### src/rtl/rect_bounce_renderer.sv
`default_nettype none
// ============================================================================
// Module   : rect_bounce_renderer
// Purpose  : Paints one frame per tick (solid background plus a filled
//            rectangle) into the st7789 frame buffer, pulses UPDATE, then
//            moves the rectangle one pixel diagonally and bounces it off the
//            screen edges.
// Revision : 1.0 - initial release
// ============================================================================
module rect_bounce_renderer #(
    parameter int          X_LIMIT  = 240,
    parameter int          Y_LIMIT  = 240,
    parameter int          RECT_W   = 40,
    parameter int          RECT_H   = 40,
    parameter logic [23:0] BG_COLOR = 24'h000000,
    parameter logic [23:0] FG_COLOR = 24'hFF8000
) (
    input  logic                                         CLK,
    input  logic                                         RESET,
    input  logic                                         ENABLE,
    input  logic                                         FRAME_TICK,
    output logic [$clog2(X_LIMIT)+$clog2(Y_LIMIT)-1:0]   WRITE_RAM_ADDRESS,
    output logic [7:0]                                   WRITE_RAM_COLOR_R,
    output logic [7:0]                                   WRITE_RAM_COLOR_G,
    output logic [7:0]                                   WRITE_RAM_COLOR_B,
    output logic                                         WRITE_RAM,
    output logic                                         UPDATE,
    output logic                                         BUSY,
    output logic [$clog2(X_LIMIT)-1:0]                   RECT_X,
    output logic [$clog2(Y_LIMIT)-1:0]                   RECT_Y
);

    localparam int c_XW  = $clog2(X_LIMIT);
    localparam int c_YW  = $clog2(Y_LIMIT);
    // One extra bit so that position + size never wraps.
    localparam int c_XCW = c_XW + 1;
    localparam int c_YCW = c_YW + 1;

    localparam logic [c_XW-1:0]  c_X_MAX = c_XW'(X_LIMIT - 1);
    localparam logic [c_YW-1:0]  c_Y_MAX = c_YW'(Y_LIMIT - 1);
    localparam logic [c_XCW-1:0] c_X_LIM = c_XCW'(X_LIMIT);
    localparam logic [c_YCW-1:0] c_Y_LIM = c_YCW'(Y_LIMIT);
    localparam logic [c_XCW-1:0] c_RW    = c_XCW'(RECT_W);
    localparam logic [c_YCW-1:0] c_RH    = c_YCW'(RECT_H);
    localparam bit               c_X_FULL = (RECT_W == X_LIMIT);
    localparam bit               c_Y_FULL = (RECT_H == Y_LIMIT);

    typedef enum logic [1:0] {
        S_IDLE = 2'd0,
        S_DRAW = 2'd1,
        S_UPD  = 2'd2
    } state_t;

    state_t            r_state_q,  w_state_d;
    logic [c_XW-1:0]   r_x_q,      w_x_d;
    logic [c_YW-1:0]   r_y_q,      w_y_d;
    logic [c_XW-1:0]   r_rect_x_q, w_rect_x_d;
    logic [c_YW-1:0]   r_rect_y_q, w_rect_y_d;
    logic              r_x_rev_q,  w_x_rev_d;
    logic              r_y_rev_q,  w_y_rev_d;
    logic              r_wr_q,     w_wr_d;
    logic              r_upd_q,    w_upd_d;
    logic              r_busy_q,   w_busy_d;
    logic [23:0]       r_color_q,  w_color_d;

    logic [c_XCW-1:0]  w_x_end;
    logic [c_YCW-1:0]  w_y_end;
    logic              w_fg;

    assign w_x_end = {1'b0, r_rect_x_q} + c_RW;
    assign w_y_end = {1'b0, r_rect_y_q} + c_RH;

    always_comb begin
        w_state_d  = r_state_q;
        w_x_d      = r_x_q;
        w_y_d      = r_y_q;
        w_rect_x_d = r_rect_x_q;
        w_rect_y_d = r_rect_y_q;
        w_x_rev_d  = r_x_rev_q;
        w_y_rev_d  = r_y_rev_q;

        case (r_state_q)
            S_IDLE: begin
                if (ENABLE && FRAME_TICK) begin
                    w_state_d = S_DRAW;
                    w_x_d     = '0;
                    w_y_d     = '0;
                end
            end
            S_DRAW: begin
                if (r_x_q == c_X_MAX) begin
                    w_x_d = '0;
                    if (r_y_q == c_Y_MAX) begin
                        w_state_d = S_UPD;
                    end else begin
                        w_y_d = r_y_q + 1'b1;
                    end
                end else begin
                    w_x_d = r_x_q + 1'b1;
                end
            end
            S_UPD: begin
                w_state_d = S_IDLE;
                // Horizontal step: reverse at an edge, then move one pixel.
                if (c_X_FULL) begin
                    w_rect_x_d = '0;
                end else if (!r_x_rev_q && (w_x_end == c_X_LIM)) begin
                    w_x_rev_d  = 1'b1;
                    w_rect_x_d = r_rect_x_q - 1'b1;
                end else if (r_x_rev_q && (r_rect_x_q == '0)) begin
                    w_x_rev_d  = 1'b0;
                    w_rect_x_d = r_rect_x_q + 1'b1;
                end else if (r_x_rev_q) begin
                    w_rect_x_d = r_rect_x_q - 1'b1;
                end else begin
                    w_rect_x_d = r_rect_x_q + 1'b1;
                end
                // Vertical step mirrors the horizontal one.
                if (c_Y_FULL) begin
                    w_rect_y_d = '0;
                end else if (!r_y_rev_q && (w_y_end == c_Y_LIM)) begin
                    w_y_rev_d  = 1'b1;
                    w_rect_y_d = r_rect_y_q - 1'b1;
                end else if (r_y_rev_q && (r_rect_y_q == '0)) begin
                    w_y_rev_d  = 1'b0;
                    w_rect_y_d = r_rect_y_q + 1'b1;
                end else if (r_y_rev_q) begin
                    w_rect_y_d = r_rect_y_q - 1'b1;
                end else begin
                    w_rect_y_d = r_rect_y_q + 1'b1;
                end
            end
            default: begin
                w_state_d = S_IDLE;
            end
        endcase
    end

    // Colour is computed for the pixel that will be on the address bus next cycle.
    always_comb begin
        w_fg = (w_x_d >= r_rect_x_q) && ({1'b0, w_x_d} < w_x_end) &&
               (w_y_d >= r_rect_y_q) && ({1'b0, w_y_d} < w_y_end);
        w_color_d = w_fg ? FG_COLOR : BG_COLOR;
        w_wr_d    = (w_state_d == S_DRAW);
        w_upd_d   = (w_state_d == S_UPD);
        w_busy_d  = (w_state_d != S_IDLE);
    end

    always_ff @(posedge CLK) begin
        if (RESET) begin
            r_state_q  <= S_IDLE;
            r_x_q      <= '0;
            r_y_q      <= '0;
            r_rect_x_q <= '0;
            r_rect_y_q <= '0;
            r_x_rev_q  <= 1'b0;
            r_y_rev_q  <= 1'b0;
            r_wr_q     <= 1'b0;
            r_upd_q    <= 1'b0;
            r_busy_q   <= 1'b0;
            r_color_q  <= '0;
        end else begin
            r_state_q  <= w_state_d;
            r_x_q      <= w_x_d;
            r_y_q      <= w_y_d;
            r_rect_x_q <= w_rect_x_d;
            r_rect_y_q <= w_rect_y_d;
            r_x_rev_q  <= w_x_rev_d;
            r_y_rev_q  <= w_y_rev_d;
            r_wr_q     <= w_wr_d;
            r_upd_q    <= w_upd_d;
            r_busy_q   <= w_busy_d;
            r_color_q  <= w_color_d;
        end
    end

    assign WRITE_RAM_ADDRESS = {r_y_q, r_x_q};
    assign WRITE_RAM_COLOR_R = r_color_q[23:16];
    assign WRITE_RAM_COLOR_G = r_color_q[15:8];
    assign WRITE_RAM_COLOR_B = r_color_q[7:0];
    assign WRITE_RAM         = r_wr_q;
    assign UPDATE            = r_upd_q;
    assign BUSY              = r_busy_q;
    assign RECT_X            = r_rect_x_q;
    assign RECT_Y            = r_rect_y_q;

endmodule
`default_nettype wire
### config.mk
export PLATFORM = sky130hd
export DESIGN_NAME = rect_bounce_renderer
export DESIGN_NICKNAME = d
export VERILOG_FILES = /design/src/rtl/rect_bounce_renderer.sv
export SDC_FILE = /design/constraint.sdc
export NUM_CORES = 1
export LEC_CHECK = 0
export ABC_AREA = 1
export CAP_MARGIN = 20
export CORE_MARGIN = 3
export CORE_UTILIZATION = 59
export DETAILED_ROUTE_END_ITERATION = 16
export GPL_ROUTABILITY_DRIVEN = 0
export PLACE_DENSITY = 0.95
export SYNTH_ARGS = -nofsm -noshare
export SYNTH_HDL_FRONTEND = slang
export SYNTH_SLANG_ARGS = --single-unit
export TNS_END_PERCENT = 1
### constraint.sdc
create_clock -name CLK -period 5.4 [get_ports CLK]
set_input_delay 0.54 -clock CLK [delete_from_list [all_inputs] [get_ports CLK]]
set_output_delay 0.54 -clock CLK [all_outputs]
set_load 0.01 [all_outputs]
==> Yosys cells after proc, flatten, opt, wreduce, memory -nomap -nowiden <==
Cells that the tools add are included.
{ "word_totals": {"in_bits": 4, "regBits": 63} }
{ "op_classes": {"n_addsub": 8, "order_cmp": 4, "reduce_logical": 18, "muxes": 22, "n_eq_ne": 8} }
{ "op_table": {"columns": ["op", "n"], "rows": [
  ["$mux 8", 11],
  ["$add 8x1->8 const B", 4],
  ["$pmux 8 s2", 2],
  ["$mux 24", 1],
  ["$add 8x6->9 const B", 2],
  ["$eq 9x8->1 const B", 2],
  ["$lt 8x9->1", 2],
  ["$eq 8x8->1 const B", 2],
  ["$ge 8x8->1", 2],
  ["$logic_not 8->1", 2],
  ["$sub 8x1->8 const B", 2],
  ["$logic_and 1x1->1", 8],
  ["$mux 2", 3],
  ["$reduce_bool 2->1", 3],
  ["$eq 2x1->1 const B", 2],
  ["$eq 2x2->1 const B", 2],
  ["$mux 1", 4],
  ["$pmux 2 s2", 1],
  ["$reduce_and 2->1", 2],
  ["$logic_not 1->1", 2],
  ["$logic_not 2->1", 1]
]} }

==> Logic depth before layout (Yosys ltp) <==
{ "depth": {"ltp_word": 8, "ltp_mapped": 18, "ltp_nobuf": 18} }

==> Least setup slack after synthesis <==
Ideal clock, no wire load.
{ "synth_timing": {"path_type": "register to register", "start": "reg r_x_q[0]", "end": "reg r_color_q[22]", "path_stages_with_launch": 16, "synth_period_minus_slack_ps": 2261, "arrival_ps": 2149, "setup_time_ps": 112, "slack_ps": 3139, "path_cell_list": "dfxtp_1 > ha_1 > nand3_1 > inv_1 > nand2_1 > nand2_1 > inv_2 > nand3b_1 > nand2_1 > ha_1 > or2_2 > o21a_1 > nor2_1 > nor2_1 > nand4_1 > nor2_1"} }
{ "synth_between": {"elab_chain_cells": 8, "elab_cells_between_ends": 15} }
{ "synth_lines": {"columns": ["element", "line_no", "rtl"], "rows": [
  ["start: declaration", "55", "logic [c_XW-1:0] r_x_q, w_x_d;"],
  ["start signal: assignment", "164", "r_x_q <= w_x_d;"],
  ["$add 8x1->8 / $eq 8x8->1 (equally long branches)", "99, 91", null],
  ["$mux 8 (*)", "91", "if (r_x_q == c_X_MAX) begin"],
  ["$pmux 8 s2 (*)", "82", "case (r_state_q)"],
  ["named net w_x_d[3]", "55", null],
  ["$lt 8x9->1 / $ge 8x8->1 (equally long branches)", "141", "w_fg = (w_x_d >= r_rect_x_q) && ({1'b0, w_x_d} < w_x_end) &&"],
  ["$logic_and 1x1->1 (*) (2 in a row)", "141", null],
  ["$logic_and 1x1->1 (*)", "142", "(w_y_d >= r_rect_y_q) && ({1'b0, w_y_d} < w_y_end);"],
  ["$mux 24 (*)", "143", "w_color_d = w_fg ? FG_COLOR : BG_COLOR;"],
  ["end signal: assignment", "173", "r_color_q <= w_color_d;"],
  ["end: declaration", "64", "logic [23:0] r_color_q, w_color_d;"]
]} }
The timed path passes the listed nets; every way through them passes the cells marked *.
A chain may end at the register's enable or synchronous reset.

==> Final worst setup path <==
{ "layout_timing": {"start": "reg r_state_q[0]", "end": "reg r_color_q[22]"} }
{ "layout_between": {"elab_chain_cells": 7, "elab_cells_between_ends": 12} }
{ "layout_lines": {"columns": ["element", "line_no", "rtl"], "rows": [
  ["start: declaration", "54", "state_t r_state_q, w_state_d;"],
  ["start signal: assignment", "163", "r_state_q <= w_state_d;"],
  ["$eq 2x1->1 / $logic_not 2->1 (equally long branches)", "82", null],
  ["$pmux 8 s2 (*)", "82", null],
  ["named net w_x_d[3]", "55", null],
  ["$lt 8x9->1 / $ge 8x8->1 (equally long branches)", "141", null],
  ["$logic_and 1x1->1 (*) (2 in a row)", "141", null],
  ["$logic_and 1x1->1 (*)", "142", null],
  ["$mux 24 (*)", "143", null]
]} }
Marks and branches as above.

==> metrics <==
CP Capture Type flip-flop; HP Class reg2reg; vias in the first global route 3,648; most frequent CP cell nor2_1; Setup Buffers After CTS 0; post-synthesis mux area share 0; Clk pwr share 0.386; H-tree depth 2; DRC Markers 0; Rel. slew slack 0.4674; R2R Setup Slk 2660 ps; wire length on met1 3859 um; worst-skew pair later-pin latency 300 ps; combinational family with the most area after synthesis simple AND/OR/NAND/NOR gates; die area approximately 7300 um^2; fin. max-slew vios 0; mapped cell area 3717 um^2; Final Cycle Share 0.5079; CP peak stage delay 580 ps; final instance area around 4200 um^2; simple-gate portion of the synthesized area 0.3457; setup TNS 0 ps; Worst Hold Launch r_x_rev_q$_SDFFE_PP0P_; cells along the critical path inv_1 > nor2_1 > nand2_1 > inv_2 > nand3b_1 > nand2_1 > ha_1 > or2_2 > o21a_1 > nor2_1 > nor2_1 > nand4_1 > nor2_1; Least-Margin Pin Slew 798.0 ps; total inserted antenna cells 0; total wire length ~9400 um; Die X between 80 and 90 um; clk root buf clkbuf_8; gr ovfl total 0; drt first pass iters 5; setup violators final 0; initial antenna violation count 0; clk slew on worst S/H paths 80 ps; Routed met2 length 4585 um; Psw 0.1783 mW; Clock Skew 2.451 ps; Wirelength per Cell 13.52 um; Yosys cell types 33; Comb power frac 0.149; core area 6026 um^2; #FFs+latches synth 40; slowest CP cell nor2_1; I/O pin count 63; Max Clk Rate 364.6 MHz; # Max-Cap Violations 0; xor and xnor area share after synthesis 0.03299; synth warn 0; Max FO, Critical Path 11; post-synthesis compound-gate area fraction 0.1239; remaining antenna violation count 0; synth-to-layout area growth 12.93%; Worst Reg-to-Reg Cells 13; Worst R2R End r_color_q[22]$_SDFF_PP0_; post-synthesis sequential area ratio 0.2154; VDD IR max 117.2 uV; placed insts a little under 700; delay-heaviest family, CP simple AND/OR/NAND/NOR gates; top layer in use met4; critical path type reg2reg; final hold vios 0; RR Startpoint r_state_q[0]$_SDFF_PP0_; CTS resizes 0; share of layout cells above drive strength 1 0.06645; post-route insts no fill 692; Sw Ratio 0.2703; cells after synthesis slightly below 600; all-layer global routing usage 0.2619; vias per cell between 5 and 6; wire length on met3 631 um; Pleak 2.099 nW; worst endpoint data arrival time 2950 ps; dpl cell area roughly 4100 um^2; PwrDens 157.1 nW/um^2; Num CTS Buffers 5; Seq pwr share 0.465; DP HPWL 7115 um; Die Ht roughly 85 um; run status finished, final reports clean; IO Port Bufs 47; min Tclk post-route 2743 ps; global-route wire length before repair 15,810 um; Row Count 28; clock tree buffer depth 2; Adder-Cell Fraction of Synth Area 0.1279; Initial Utilization 0.6169; Starting DRT DRC Count approximately 250; Sink Count 40; Internal Pwr Total ~0.48 mW; RSZ-0062 raised after global routing no; Required @ worst endpoint ~5600 ps; Pwr Total 0.6597 mW; Vias 3,888; CTS tree done; largest net degree at the start of global routing 36; CTS Hold Bufs 0; Avg Cell Area, Syn roughly 6.4 um^2; Total Nets Final roughly 660; Buf/Inv on CP 2; Hold Path Depth 2; Hold Crit Endpoint r_x_rev_q$_SDFFE_PP0P_; CP Launch Type flip-flop
layout make-up:
type                            instances  area [um^2]
Tap cell                               75        93.84
Fill cell                             506         1828
Sequential cell                        40        800.8
Multi-Input combinational cell        438         2400
Clock inverter                          3        42.54
Inverter                               83        314.1
Clock buffer                            5        68.82
Timing Repair Buffer                   48        478.0
stage by stage:
stage	setup WS [ps]	hold WS (ps)	utilization
2_1_floorplan	3139	479.7	-
3_3_place_gp	2669	506.5	0.6782
3_5_place_dp	2569	506.1	0.6782
4_1_cts	2718	520.9	0.6966
5_1_grt	2373	556.5	0.6966
6_report	2657	521.3	0.6966
synth_stat cells (all sizes together):
master | count | area share
a21oi | 50 | 0.067
and3 | 1 | 0.0017
buf | 33 | 0.065
clkbuf | 4 | 0.0040
clkinv | 1 | 0.0010
conb | 1 | 0.0010
dfxtp | 40 | 0.22
ha | 38 | 0.13
inv | 82 | 0.083
nand2 | 143 | 0.15
nand3 | 63 | 0.091
nand3b | 6 | 0.012
nand4 | 11 | 0.019
nor2 | 48 | 0.056
nor3 | 7 | 0.012
o211ai | 2 | 0.0040
o21a | 3 | 0.0061
o21ai | 32 | 0.043
o22ai | 1 | 0.0034
or2 | 4 | 0.0067
xnor2 | 2 | 0.0047
xor2 | 12 | 0.028
logic make-up (layout without fill, tap and decap cells):
group	after synthesis	count (layout)
AOI/OAI and AO/OA	88	88
xor gates and xnor gates	14	14
adders and majority gates	38	38
buffers and inverters	120	139
DFF	40	40
other	1	15
and+or+nand+nor	283	283
state kept, by name, summed over array words and instances, names as in the netlist:
name and count:
RECT_X 8, RECT_Y 8, r_x_q 8, r_y_q 8
r_state_q 2, BUSY 1, UPDATE 1, WRITE_RAM 1
r_color_q 1, r_x_rev_q 1, r_y_rev_q 1
placed cells by master, fill, tap and decap left out, types with 15 or more instances in the layout:
cell	n
nand2_1	138
inv_1	74
nand3_1	60
a21oi_1	50
clkdlybuf4s50_1	47
dfxtp_1	40
nor2_1	39
ha_1	38
o21ai_0	30
conb_1	15
metal layers:
metal,GRT usage,up-vias
met2,0.4569,156
met5,0,-
met4,0.1165,0
met1,0.3116,1775
met3,0.04660,34
li1,-,1923
power groups by stage:
stage | logic [mW] | clock network (mW) | registers [mW]
detailed placement | 0.0971 | 0 | 0.314
finish | 0.0982 | 0.255 | 0.307
global placement | 0.0941 | 0 | 0.313
global route | 0.108 | 0.272 | 0.308
CTS | 0.0977 | 0.257 | 0.307
floorplan | 0.0752 | 0 | 0.314
worst max path at each step:
stage | start | endpoint | slack [ps] | cells past startpoint
2_1_floorplan | r_x_q[0]$_SDFF_PP0_ | r_color_q[22]$_SDFF_PP0_ | 3140 | 15
3_3_place_gp | FRAME_TICK | r_color_q[22]$_SDFF_PP0_ | 2670 | 13
3_5_place_dp | FRAME_TICK | r_color_q[22]$_SDFF_PP0_ | 2570 | 13
4_1_cts | r_state_q[0]$_SDFF_PP0_ | r_color_q[22]$_SDFF_PP0_ | 2720 | 13
5_1_grt | r_state_q[0]$_SDFF_PP0_ | r_color_q[22]$_SDFF_PP0_ | 2370 | 13
6_report | r_state_q[0]$_SDFF_PP0_ | r_color_q[22]$_SDFF_PP0_ | 2660 | 13
worst reg2reg max path, delay by kind of cell, from the launching register on:
family	cells	cell delay, ps
compound gates	1	180
simple gates	9	1630
buf+inv	2	220
fa+ha+maj	1	260
flops	1	370
Power figures use the tool's default switching activity.
